--- config.mk ---
export PLATFORM = sky130hd
export DESIGN_NAME = apb_bank_arbiter
export DESIGN_NICKNAME = d
export VERILOG_FILES = /design/src/rtl/gpio_exp_apb_pkg.sv /design/src/rtl/apb_rr_arb2.sv /design/src/rtl/apb_bank_arbiter.sv
export SDC_FILE = /design/constraint.sdc
export NUM_CORES = 1
export LEC_CHECK = 0
export CORE_MARGIN = 1.5
export CORE_UTILIZATION = 40
export CTS_CLUSTER_DIAMETER = 40
export DETAILED_ROUTE_END_ITERATION = 10
export GPL_TIMING_DRIVEN = 0
export PLACE_DENSITY = 0.75
export SYNTH_ARGS = -nofsm -noshare
export SYNTH_HDL_FRONTEND = slang
export SYNTH_HIERARCHICAL = 1
export SYNTH_SLANG_ARGS = --single-unit
--- constraint.sdc ---
create_clock -name sclk -period 2.15 [get_ports sclk]
set_clock_uncertainty 0.1 [all_clocks]
set_input_delay 0.215 -clock sclk [delete_from_list [all_inputs] [get_ports sclk]]
set_output_delay 0.215 -clock sclk [all_outputs]
set_load 0.01 [all_outputs]
--- src/rtl/gpio_exp_apb_pkg.sv ---
// Shared types and default sizing for the GPIO expander bank bus.
package gpio_exp_apb_pkg;

  localparam int DEF_BANK_ADDR  = 2;
  localparam int DEF_DATA_WIDTH = 8;
  localparam int DEF_ADDR_WIDTH = 3;
  localparam int DEF_TIMEOUT    = 15;

  typedef enum logic [1:0] {
    IDLE,
    SETUP,
    ACCESS,
    DONE
  } apb_state_t;

endpackage

--- src/rtl/apb_rr_arb2.sv ---
// Two-request round-robin picker; on a tie the master not granted last wins.
module apb_rr_arb2 (
  input  logic       sclk,
  input  logic       resetn,
  input  logic [1:0] req,
  input  logic       take,
  output logic [1:0] pick
);

  logic last_m1;

  always_comb begin
    pick = 2'b00;
    case (req)
      2'b01:   pick = 2'b01;
      2'b10:   pick = 2'b10;
      2'b11:   pick = last_m1 ? 2'b01 : 2'b10;
      default: pick = 2'b00;
    endcase
  end

  // Reset to "master 1 served last" so master 0 takes the first tie.
  always_ff @(posedge sclk or negedge resetn) begin
    if (!resetn) begin
      last_m1 <= 1'b1;
    end else if (take && (req != 2'b00)) begin
      last_m1 <= pick[1];
    end
  end

endmodule

--- src/rtl/apb_bank_arbiter.sv ---
// Two-master APB arbiter for the bank bus: one full transfer at a time,
// regenerated SETUP/ACCESS downstream, timeout terminates hung transfers.
module apb_bank_arbiter
  import gpio_exp_apb_pkg::*;
#(
  parameter int BANK_ADDR  = DEF_BANK_ADDR,
  parameter int DATA_WIDTH = DEF_DATA_WIDTH,
  parameter int ADDR_WIDTH = DEF_ADDR_WIDTH,
  parameter int TIMEOUT    = DEF_TIMEOUT
) (
  input  logic                  sclk,
  input  logic                  resetn,
  input  logic [BANK_ADDR-1:0]  m0_psel,
  input  logic                  m0_penable,
  input  logic                  m0_pwrite,
  input  logic [ADDR_WIDTH-1:0] m0_paddr,
  input  logic [DATA_WIDTH-1:0] m0_pwdata,
  output logic [DATA_WIDTH-1:0] m0_prdata,
  output logic                  m0_pready,
  output logic                  m0_pslverr,
  input  logic [BANK_ADDR-1:0]  m1_psel,
  input  logic                  m1_penable,
  input  logic                  m1_pwrite,
  input  logic [ADDR_WIDTH-1:0] m1_paddr,
  input  logic [DATA_WIDTH-1:0] m1_pwdata,
  output logic [DATA_WIDTH-1:0] m1_prdata,
  output logic                  m1_pready,
  output logic                  m1_pslverr,
  output logic [BANK_ADDR-1:0]  s_psel,
  output logic                  s_penable,
  output logic                  s_pwrite,
  output logic [ADDR_WIDTH-1:0] s_paddr,
  output logic [DATA_WIDTH-1:0] s_pwdata,
  input  logic [DATA_WIDTH-1:0] s_prdata,
  input  logic                  s_pready,
  output logic [1:0]            gnt,
  output logic                  busy
);

  localparam int CNT_W = $clog2(TIMEOUT + 1);
  localparam logic [CNT_W-1:0] CNT_MAX = CNT_W'(TIMEOUT);

  apb_state_t            state;
  logic [CNT_W-1:0]      cnt;
  logic [BANK_ADDR-1:0]  psel_q;
  logic [1:0]            req;
  logic [1:0]            pick;
  logic [BANK_ADDR-1:0]  win_psel;
  logic                  win_pwrite;
  logic [ADDR_WIDTH-1:0] win_paddr;
  logic [DATA_WIDTH-1:0] win_pwdata;
  logic                  finish;
  logic                  fin_err;
  logic [DATA_WIDTH-1:0] fin_data;
  logic                  unused_penable;

  // Master penable carries no information the arbiter needs.
  assign unused_penable = m0_penable ^ m1_penable;

  assign req = {(m1_psel != '0), (m0_psel != '0)};

  apb_rr_arb2 u_arb (
    .sclk   (sclk),
    .resetn (resetn),
    .req    (req),
    .take   (state == IDLE),
    .pick   (pick)
  );

  always_comb begin
    win_psel   = m0_psel;
    win_pwrite = m0_pwrite;
    win_paddr  = m0_paddr;
    win_pwdata = m0_pwdata;
    if (pick[1]) begin
      win_psel   = m1_psel;
      win_pwrite = m1_pwrite;
      win_paddr  = m1_paddr;
      win_pwdata = m1_pwdata;
    end
  end

  // Completion condition and the data/error reported back to the owner.
  always_comb begin
    finish   = 1'b0;
    fin_err  = 1'b0;
    fin_data = '0;
    case (state)
      SETUP: begin
        if (!$onehot(psel_q)) begin
          finish  = 1'b1;
          fin_err = 1'b1;
        end
      end
      ACCESS: begin
        if (s_pready) begin
          finish   = 1'b1;
          fin_data = s_pwrite ? '0 : s_prdata;
        end else if (cnt == CNT_MAX) begin
          finish  = 1'b1;
          fin_err = 1'b1;
        end
      end
      default: ;
    endcase
  end

  always_ff @(posedge sclk or negedge resetn) begin
    if (!resetn) begin
      state      <= IDLE;
      cnt        <= '0;
      psel_q     <= '0;
      gnt        <= 2'b00;
      busy       <= 1'b0;
      s_psel     <= '0;
      s_penable  <= 1'b0;
      s_pwrite   <= 1'b0;
      s_paddr    <= '0;
      s_pwdata   <= '0;
      m0_pready  <= 1'b0;
      m0_pslverr <= 1'b0;
      m0_prdata  <= '0;
      m1_pready  <= 1'b0;
      m1_pslverr <= 1'b0;
      m1_prdata  <= '0;
    end else begin
      m0_pready  <= 1'b0;
      m0_pslverr <= 1'b0;
      m0_prdata  <= '0;
      m1_pready  <= 1'b0;
      m1_pslverr <= 1'b0;
      m1_prdata  <= '0;
      if (finish) begin
        state      <= DONE;
        s_psel     <= '0;
        s_penable  <= 1'b0;
        s_pwrite   <= 1'b0;
        s_paddr    <= '0;
        s_pwdata   <= '0;
        m0_pready  <= gnt[0];
        m0_pslverr <= gnt[0] & fin_err;
        m0_prdata  <= gnt[0] ? fin_data : '0;
        m1_pready  <= gnt[1];
        m1_pslverr <= gnt[1] & fin_err;
        m1_prdata  <= gnt[1] ? fin_data : '0;
      end else begin
        case (state)
          IDLE: begin
            if (req != 2'b00) begin
              state  <= SETUP;
              gnt    <= pick;
              busy   <= 1'b1;
              cnt    <= '0;
              psel_q <= win_psel;
              // A malformed select never reaches the bank.
              if ($onehot(win_psel)) begin
                s_psel   <= win_psel;
                s_pwrite <= win_pwrite;
                s_paddr  <= win_paddr;
                s_pwdata <= win_pwdata;
              end
            end
          end
          SETUP: begin
            state     <= ACCESS;
            s_penable <= 1'b1;
          end
          ACCESS: begin
            if (cnt != CNT_MAX) cnt <= cnt + CNT_W'(1);
          end
          DONE: begin
            state <= IDLE;
            gnt   <= 2'b00;
            busy  <= 1'b0;
          end
          default: state <= IDLE;
        endcase
      end
    end
  end

endmodule

Yosys cells after proc, flatten, opt, wreduce, memory -nomap -nowiden
Cells that the tools add are included.
{ "totals": {"reg_bits": 47, "inputBits": 41, "output_inout_bits": 38, "wordCells": 104} }
{ "classes": {"n_addsub": 3, "eq_ne": 13, "muxes": 51, "n_bitwise": 3, "reduce_logical": 17} }
{ "op_table": {"columns": ["op", "count"], "rows": [
  ["$mux W8", 12],
  ["$mux W2", 9],
  ["$reduce_bool A2 Y1", 9],
  ["$mux W1", 16],
  ["$mux W3", 5],
  ["$pmux W2 S3", 2],
  ["$reduce_and A3 Y1", 3],
  ["$eq A2 B1 Y1 const B", 4],
  ["$eq A2 B2 Y1 const B", 4],
  ["$mux W4", 2],
  ["$pmux W4 S2", 1],
  ["$pmux W1 S2", 3],
  ["$add A1 B1 Y2", 2],
  ["$add A4 B1 Y4 const B", 1],
  ["$eq A4 B4 Y1 const B", 1],
  ["$ne A2 B2 Y1 const B", 2],
  ["$ne A4 B4 Y1 const B", 1],
  ["$pmux W2 S2", 1],
  ["$reduce_and A4 Y1", 1],
  ["$reduce_bool A4 Y1", 1],
  ["$ne A3 B3 Y1 const B", 1],
  ["$and A1 B1 Y1", 2],
  ["$logic_not A2 Y1", 1],
  ["$reduce_and A2 Y1", 1],
  ["2 further kinds", 2]
]} }

Logic depth before layout (Yosys ltp)
Gate-level depths: netlist (run 1).
{ "logic_depth": {"ltp_word": 10, "ltp_mapped": 9, "ltp_nobuf": 6} }

Modules after synthesis
The synthesis (run 1) kept the hierarchy.
{ "modules_own_cells": {"columns": ["mod", "n_inst", "cells_per_inst", "area_per_inst_um2", "seq_area_each_um2"], "rows": [
  ["apb_bank_arbiter", 1, 191, 2177.1, 1151.1],
  ["apb_rr_arb2", 1, 6, 56.3, 26.3]
]} }

Worst setup path before layout (run 1)
Ideal clock, no wire load.
{ "synth_path": {"path_type": "reg-to-reg", "startpoint": "reg state[0]", "endpoint": "reg cnt[0]", "arrival_time_ns": 1.839, "slack_ns": 0.087, "stages_incl_launch_ff": 8, "n_path_buf": 1, "period_less_slack_ns": 2.063, "path_cell_list": "dfrtp_1 -> inv_1 -> ha_1 -> buf_6 -> and4_4 -> a221o_1 -> a211o_1 -> mux2_2"} }
{ "synth_between": {"elab_chain_len": 4, "elab_cells_between_ends": 10} }
{ "synth_lines": {"columns": ["element", "line", "source"], "rows": [
  ["start: declaration", "apb_bank_arbiter.sv:43", "apb_state_t state;"],
  ["start signal: assignment", "apb_bank_arbiter.sv:110", "state <= IDLE;"],
  ["start signal: assignment", "apb_bank_arbiter.sv:134", "state <= DONE;"],
  ["start signal: assignment", "apb_bank_arbiter.sv:150", "state <= SETUP;"],
  ["$eq A2 B2 Y1 or $eq A2 B1 Y1 (tied branches)", "apb_bank_arbiter.sv:88, apb_bank_arbiter.sv:147", null],
  ["$pmux W1 S2", "apb_bank_arbiter.sv:88", "case (state)"],
  ["$not A1 Y1 (no source line)", null, null],
  ["$reduce_and A4 Y1 (no source line)", null, null],
  ["end signal: assignment", "apb_bank_arbiter.sv:169", "if (cnt != CNT_MAX) cnt <= cnt + CNT_W'(1);"],
  ["end: declaration", "apb_bank_arbiter.sv:44", "logic [CNT_W-1:0] cnt;"]
]} }
Parallel ways exist; a longest one is shown, timed or not.
A chain may end at the register's enable or synchronous reset.

Final worst setup path (run 1)
{ "layout_path": {"startpoint": "reg state[0]", "endpoint": "reg s_psel[1]"} }
{ "layout_between": {"elab_chain_len": 4, "elab_cells_between_ends": 9} }
{ "layout_lines": {"columns": ["element", "line", "source"], "rows": [
  ["$eq A2 B2 Y1 or $eq A2 B1 Y1 (tied branches)", "apb_bank_arbiter.sv:88", null],
  ["$pmux W1 S2", "apb_bank_arbiter.sv:88", null],
  ["$reduce_bool A2 Y1 (no source line)", null, null],
  ["$reduce_and A3 Y1 (no source line)", null, null],
  ["end signal: assignment", "apb_bank_arbiter.sv:157", "s_psel <= win_psel;"],
  ["end: declaration", "apb_bank_arbiter.sv:29", "output logic [BANK_ADDR-1:0] s_psel,"]
]} }
Parallel ways exist; a longest one is shown, timed or not.

==> results.md, run 1 <==
- Outcome: completed
- Placed cell count: 346
- Drt first pass iters: 5
- Mapped Area: 2230 um^2
- Longest Clk Path Bufs: 2
- Leak Pwr: 1.49 nW
- Final net count: 336
- CTS tree: built
- Register area: 1180 um^2
- Final std cells w/o fill: 361
- Worst hold-check path type: input pin to async pin
- Synth unique cells: 40
- Final period util: 96.3%
- I/O pin total: 79
- I/O Buffers: 76
- Drt wl/cell: 14.5 um
- Worst Setup Slack post-DPL: -0.587 ns
- Mapped Avg Cell Area: 11.3 um^2
- First-pass GRT wire length: 8.78 mm
- Post-Synthesis Cells: 197
- Kind of critical path: flop to flop
- CTS buffer count: 5
- Vias: 1,852
- # rows: 27
- Max-Cap Viols: 0
- Clock slew at reported path FFs: 0.08 ns
- Synth Flop Type: dfrtp_1
- CP Max Fanout: 10
- Seq/Total Area, Yosys: 52.7%
- Setup violations, final: 0
- DRC: 0
- Final number of hold-violating endpoints: 0
- Fillers: 455
- Via density: 5.13
- Final WS setup: 0.0793 ns
- FFs w/ async S/R, synth: 100%
- Iteration-0 DRC Markers: 72
- Initial antenna violation count: 0
- Core ar.: 5440 um^2
- Arr. time, crit path: 2.19 ns
- Library cell with the highest instance count after synthesis: dfrtp_1
- PwrDens: 1270 nW/um^2
- Total GRT Usage: 18.8%
- RSZ-0062 raised after global routing: no
- Die W: 77.7 um
- Fin. max-slew vios: 0
- Initial cell density of the core: 41.1%
- Final Critical Period: 2.07 ns
- Clock root buffer: clkbuf_8
- Number of synthesized flops with an enable pin: 0
- Seq cells post-synth: 47
- Die area: 6040 um^2
- Layout area overhead: 47.7%
- GP Congestion: 0.884
- Total Wirelength: 5.22 mm
- Multi-input combinational cell area: 990 um^2
- Slew headroom: 69.9%
- Setup crit start kind: flop
- Worst Path Required: 2.27 ns
- Number of global-route vias before repair: 1,794
- Area contributors post-synth: dfrtp_1, mux2i_1, a211oi_2, and3_1, nor2_1
- Gr ovfl total: 0
- Kind of end point of the critical path: flop
- Worst skew pair latency: 0.30 ns
- Final core occ: 60.7%
- Final HPWL DP: 3.88 mm
- Synth warn: 6
- Mapped Nets: 244
- Clock sink count: 47
- VDD IR max: 0.850 mV
- H-tree depth: 2
- FMAX: 483 MHz
- Dominant cell type by area after synthesis: dfrtp_1
- N_diodes: 0
- Antenna Nets Post-Route: 0
- Pwr Total: 4.19 mW
- Largest net degree at the start of global routing: 40
- Post-synth top cells: dfrtp_1, nor2_1, mux2i_1, and3_1, nand2_1
- Worst slew pin tran: 0.448 ns
- Vert. Die Dim: 77.7 um
- Share of cells above drive strength 1: 14.2%
- Cell area after layout: 3300 um^2
- Placed Area: 3100 um^2
- Share of the synthesized area in the top cell type: 51.5%
## report_power, final
group / internal [mW] / total (mW) / leakage [nW] / switching, mW
combinational: 1.13 / 2.19 / 0.831 / 1.06
sequential: 1.18 / 1.38 / 0.610 / 0.200
clock: 0.341 / 0.621 / 0.0513 / 0.280
## per-stage QoR
stage / TNS (ns) / hold slack [ns]
after floorplan: 0 / -0.181
after global placement: -29.69 / 0.380
after detailed placement: -7.58 / -0.00729
after CTS: 0 / 0.199
after global routing: 0 / 0.237
final: 0 / 0.228
## critical path, stage by stage (launching register included)
cell and delay [ns]:
dfrtp_1 0.36, inv_2 0.06, ha_1 0.20, buf_6 0.13, and4_4 0.19, a221o_1 0.35
and2_4 0.17, buf_6 0.12, buf_6 0.15, a211oi_2 0.15
## what timing repair did
item / 4_1_cts / 5_1_grt
hold endpoints to repair: 46 / 0
setup endpoints to repair: 25 / 25
hold buffers: 1 / 0
setup buffers: 4 / 3
resized for setup: 4 / 10
pin swaps: 1 / 3
cloned: 0 / 0
## state kept, by name, indices dropped and copies added (netlist names), 3 cells and up
name,cells
m0_prdata,8
cnt,4
s_paddr,3
m1_prdata,8
s_pwdata,8
## cell usage in the layout (no fill, tap or decap), drive strengths merged, types with 7 or more instances in the layout
cell type	Yosys	routed
o21ai	7	7
mux2i	17	17
nor2	24	24
and3	16	16
buf	7	15
clkdlybuf4s50	0	74
dfrtp	46	46
a211oi	13	13
clkbuf	3	10
nand2	9	9
## routing by layer
layer  part of all wire, %  wire (um)  vias to the layer above  GRT usage (%)
met5                     0          0                        -              0
met4                   2.4        125                        0           7.45
met3                   4.5        235                       12           3.76
met2                    50       2590                       57           31.4
met1                    44       2270                      895           23.7
li1                      -          -                      888              -
## cell families (layout without fill, tap and decap cells)
group	after synthesis	after routing	synth area share, %
XOR/XNOR	3	3	1.18
AND/OR/NAND/NOR	64	64	15.0
buffers and inverters	16	108	3.92
multiplexers	18	18	8.12
flip-flops	47	47	52.7
adder cells (fa/ha/maj)	6	6	3.36
AO/OA/AOI/OAI	43	43	15.7
## path summary, 6_finish.rpt
| check | start | end | slack (ns) | depth (start not counted) |
|---|---|---|---|---|
| max reg2reg | state[0] | s_psel[1] | 0.08 | 9 |
| min reg2reg | s_penable | s_penable | 0.41 | 2 |
| min in group sclk | m1_psel[1] | state[0] | 0.33 | 3 |
| max | state[0] | s_psel[1] | 0.08 | 9 |
| max in group asynchronous | resetn | u_arb/last_m1 | 1.20 | 3 |
| min | resetn | s_pwdata[1] | 0.23 | 2 |
## final cells by class
| type | count | area share, % |
|---|---|---|
| flip-flops and latches | 47 | 35.7 |
| multi-input cells | 134 | 30.0 |
| repair buffers | 85 | 25.5 |
| well taps | 72 | 2.73 |
| plain buffers | 10 | 2.31 |
| clock buffers | 6 | 2.20 |
| clock inverters | 1 | 0.910 |
| inverters | 6 | 0.683 |
Note: power is estimated with default switching activity, not from simulation.
==> run 2: changes to the inputs <==
Settings changed: SETUP_SLACK_MARGIN set to 0.3.
==> results.md, run 2 (synthesized netlist as in run 1, its figures left out) <==
- H-tree depth: 2
- Initial cell density of the core: 41.1%
- CP Max Fanout: 6
- FMAX: 491 MHz
- Drt first pass iters: 4
- Setup TNS Final: 0 ns
- Leak Pwr: 1.54 nW
- Worst Path Required: 2.27 ns
- CTS buffer count: 5
- Longest Clk Path Bufs: 2
- Core ar.: 5440 um^2
- Final WS setup: 0.113 ns
- Drt wl/cell: 15.0 um
- Worst slew pin tran: 0.498 ns
- Clock root buffer: clkbuf_8
- Number of global-route vias before repair: 1,928
- Setup violations, final: 0
- Kind of end point of the critical path: flop
- PwrDens: 1300 nW/um^2
- Final HPWL DP: 3.87 mm
- # rows: 27
- Share of cells above drive strength 1: 19.0%
- Largest net degree at the start of global routing: 39
- DRC: 0
- Layout area overhead: 53.3%
- Die W: 77.7 um
- Final net count: 341
- Clock sink count: 47
- Setup crit start kind: flop
- GP Congestion: 0.885
- Cell area after layout: 3420 um^2
- I/O Buffers: 76
- Worst Setup Slack post-DPL: -0.570 ns
- Fin. max-slew vios: 0
- I/O pin total: 79
- Iteration-0 DRC Markers: 64
- R2R Path Start: state[1]
- Arr. time, crit path: 2.15 ns
- Vias: 1,878
- Final number of hold-violating endpoints: 0
- Placed cell count: 346
- Final std cells w/o fill: 367
- Placed Area: 3120 um^2
- Reg2Reg Capture Point: cnt[2]
- Commonest non-fill, non-tap cells in the layout: clkdlybuf4s50_1, dfrtp_1, nor2_1
- Vert. Die Dim: 77.7 um
- Antenna Nets Post-Route: 0
- Outcome: completed
- Reg-to-reg slack, setup: 0.11 ns
- First-pass GRT wire length: 9.07 mm
- Initial antenna violation count: 0
- Final period util: 94.7%
- Total Wirelength: 5.51 mm
- Max-Cap Viols: 0
- Kind of critical path: flop to flop
- Clock slew at reported path FFs: 0.09 ns
- Pwr Total: 4.44 mW
- Commonest non-fill, non-tap cell in the layout: clkdlybuf4s50_1
- Die area: 6040 um^2
- Total GRT Usage: 19.1%
- CTS tree: built
- Cells on worst reg2reg path: 7
- Via density: 5.12
- Slew headroom: 66.6%
- Worst hold-check path type: input pin to async pin
- Worst skew pair latency: 0.30 ns
- Gr ovfl total: 0
- Top Registers: m0_prdata (8), m1_prdata (8), s_pwdata (8)
- Final Critical Period: 2.04 ns
- RSZ-0062 raised after global routing: yes
- N_diodes: 0
- VDD IR max: 0.914 mV
[run 2: cell types whose count changed in the layout (fill, tap and decap cells not counted), sizes merged]
cell           delta
buf               +7
clkdlybuf4s50     -2
dlygate4sd2       +2
bufinv            -1
clkbuf            -1
clkinvlp          +1
[run 2: power by group]
| group | switching [mW] | internal, mW | total [mW] |
|---|---|---|---|
| logic | 1.16 | 1.30 | 2.46 |
| clock network | 0.296 | 0.293 | 0.588 |
| registers | 0.214 | 1.18 | 1.39 |
| total | 1.67 | 2.77 | 4.44 |
[run 2: stage by stage]
| stage | utilization (%) | hold WS [ns] |
|---|---|---|
| 2_1_floorplan | - | -0.181 |
| 3_3_place_gp | 57.1 | 0.388 |
| 3_5_place_dp | 57.4 | 0.00540 |
| 4_1_cts | 61.4 | 0.212 |
| 5_1_grt | 63.0 | 0.268 |
| 6_report | 63.0 | 0.248 |
[run 2: area by class of cell]
cell class / instances / area, um^2
fillers: 438 / 2010
flip-flops and latches: 47 / 1180
multi-input cells: 134 / 1030
repair buffers: 90 / 901
clock buffers: 7 / 96.3
plain buffers: 10 / 96.3
well taps: 72 / 90.1
inverters: 6 / 22.5
clock inverters: 1 / 7.51
[run 2: layer usage]
| layer | part of all wire [%] | global-route usage, % |
|---|---|---|
| met2 | 51 | 33.0 |
| met4 | 1.9 | 8.18 |
| met3 | 4.6 | 2.82 |
| met5 | 0 | 0 |
| met1 | 42 | 23.7 |
[run 2: how the worst max path moves through the flow]
stage	slack, ns	depth (start not counted)	start	endpoint
2_1_floorplan	0.18	7	state[0]	cnt[0]
3_3_place_gp	-0.54	9	m1_psel[1]	s_pwdata[7]
3_5_place_dp	-0.57	9	m1_psel[1]	s_paddr[1]
4_1_cts	0.11	7	state[1]	cnt[2]
5_1_grt	0.05	7	state[1]	s_pwdata[6]
6_report	0.11	7	state[1]	cnt[2]
[run 2: what timing repair did]
| action | CTS | global route |
|---|---|---|
| pin swaps | 5 | 2 |
| setup buffers | 7 | 3 |
| endpoints found under the hold margin | 46 | 0 |
| resized for setup | 17 | 14 |
| cloned | 0 | 2 |
| setup endpoints to repair | 37 | 42 |
| hold buffers | 1 | 0 |
[run 2: worst max-delay path, cell delays in order, from the launching register on]
cell and delay (ns):
dfrtp_2 0.45, ha_4 0.17, buf_6 0.12, and4_4 0.19, a221o_1 0.33, buf_6 0.15, a2111o_1 0.36, o211ai_1 0.09
==> run 3: changes to the inputs <==
Settings changed: ABC_AREA set to 0.
==> results of run 3 <==
Same layout as run 2: the final DEF is identical, and so are final timing and power.
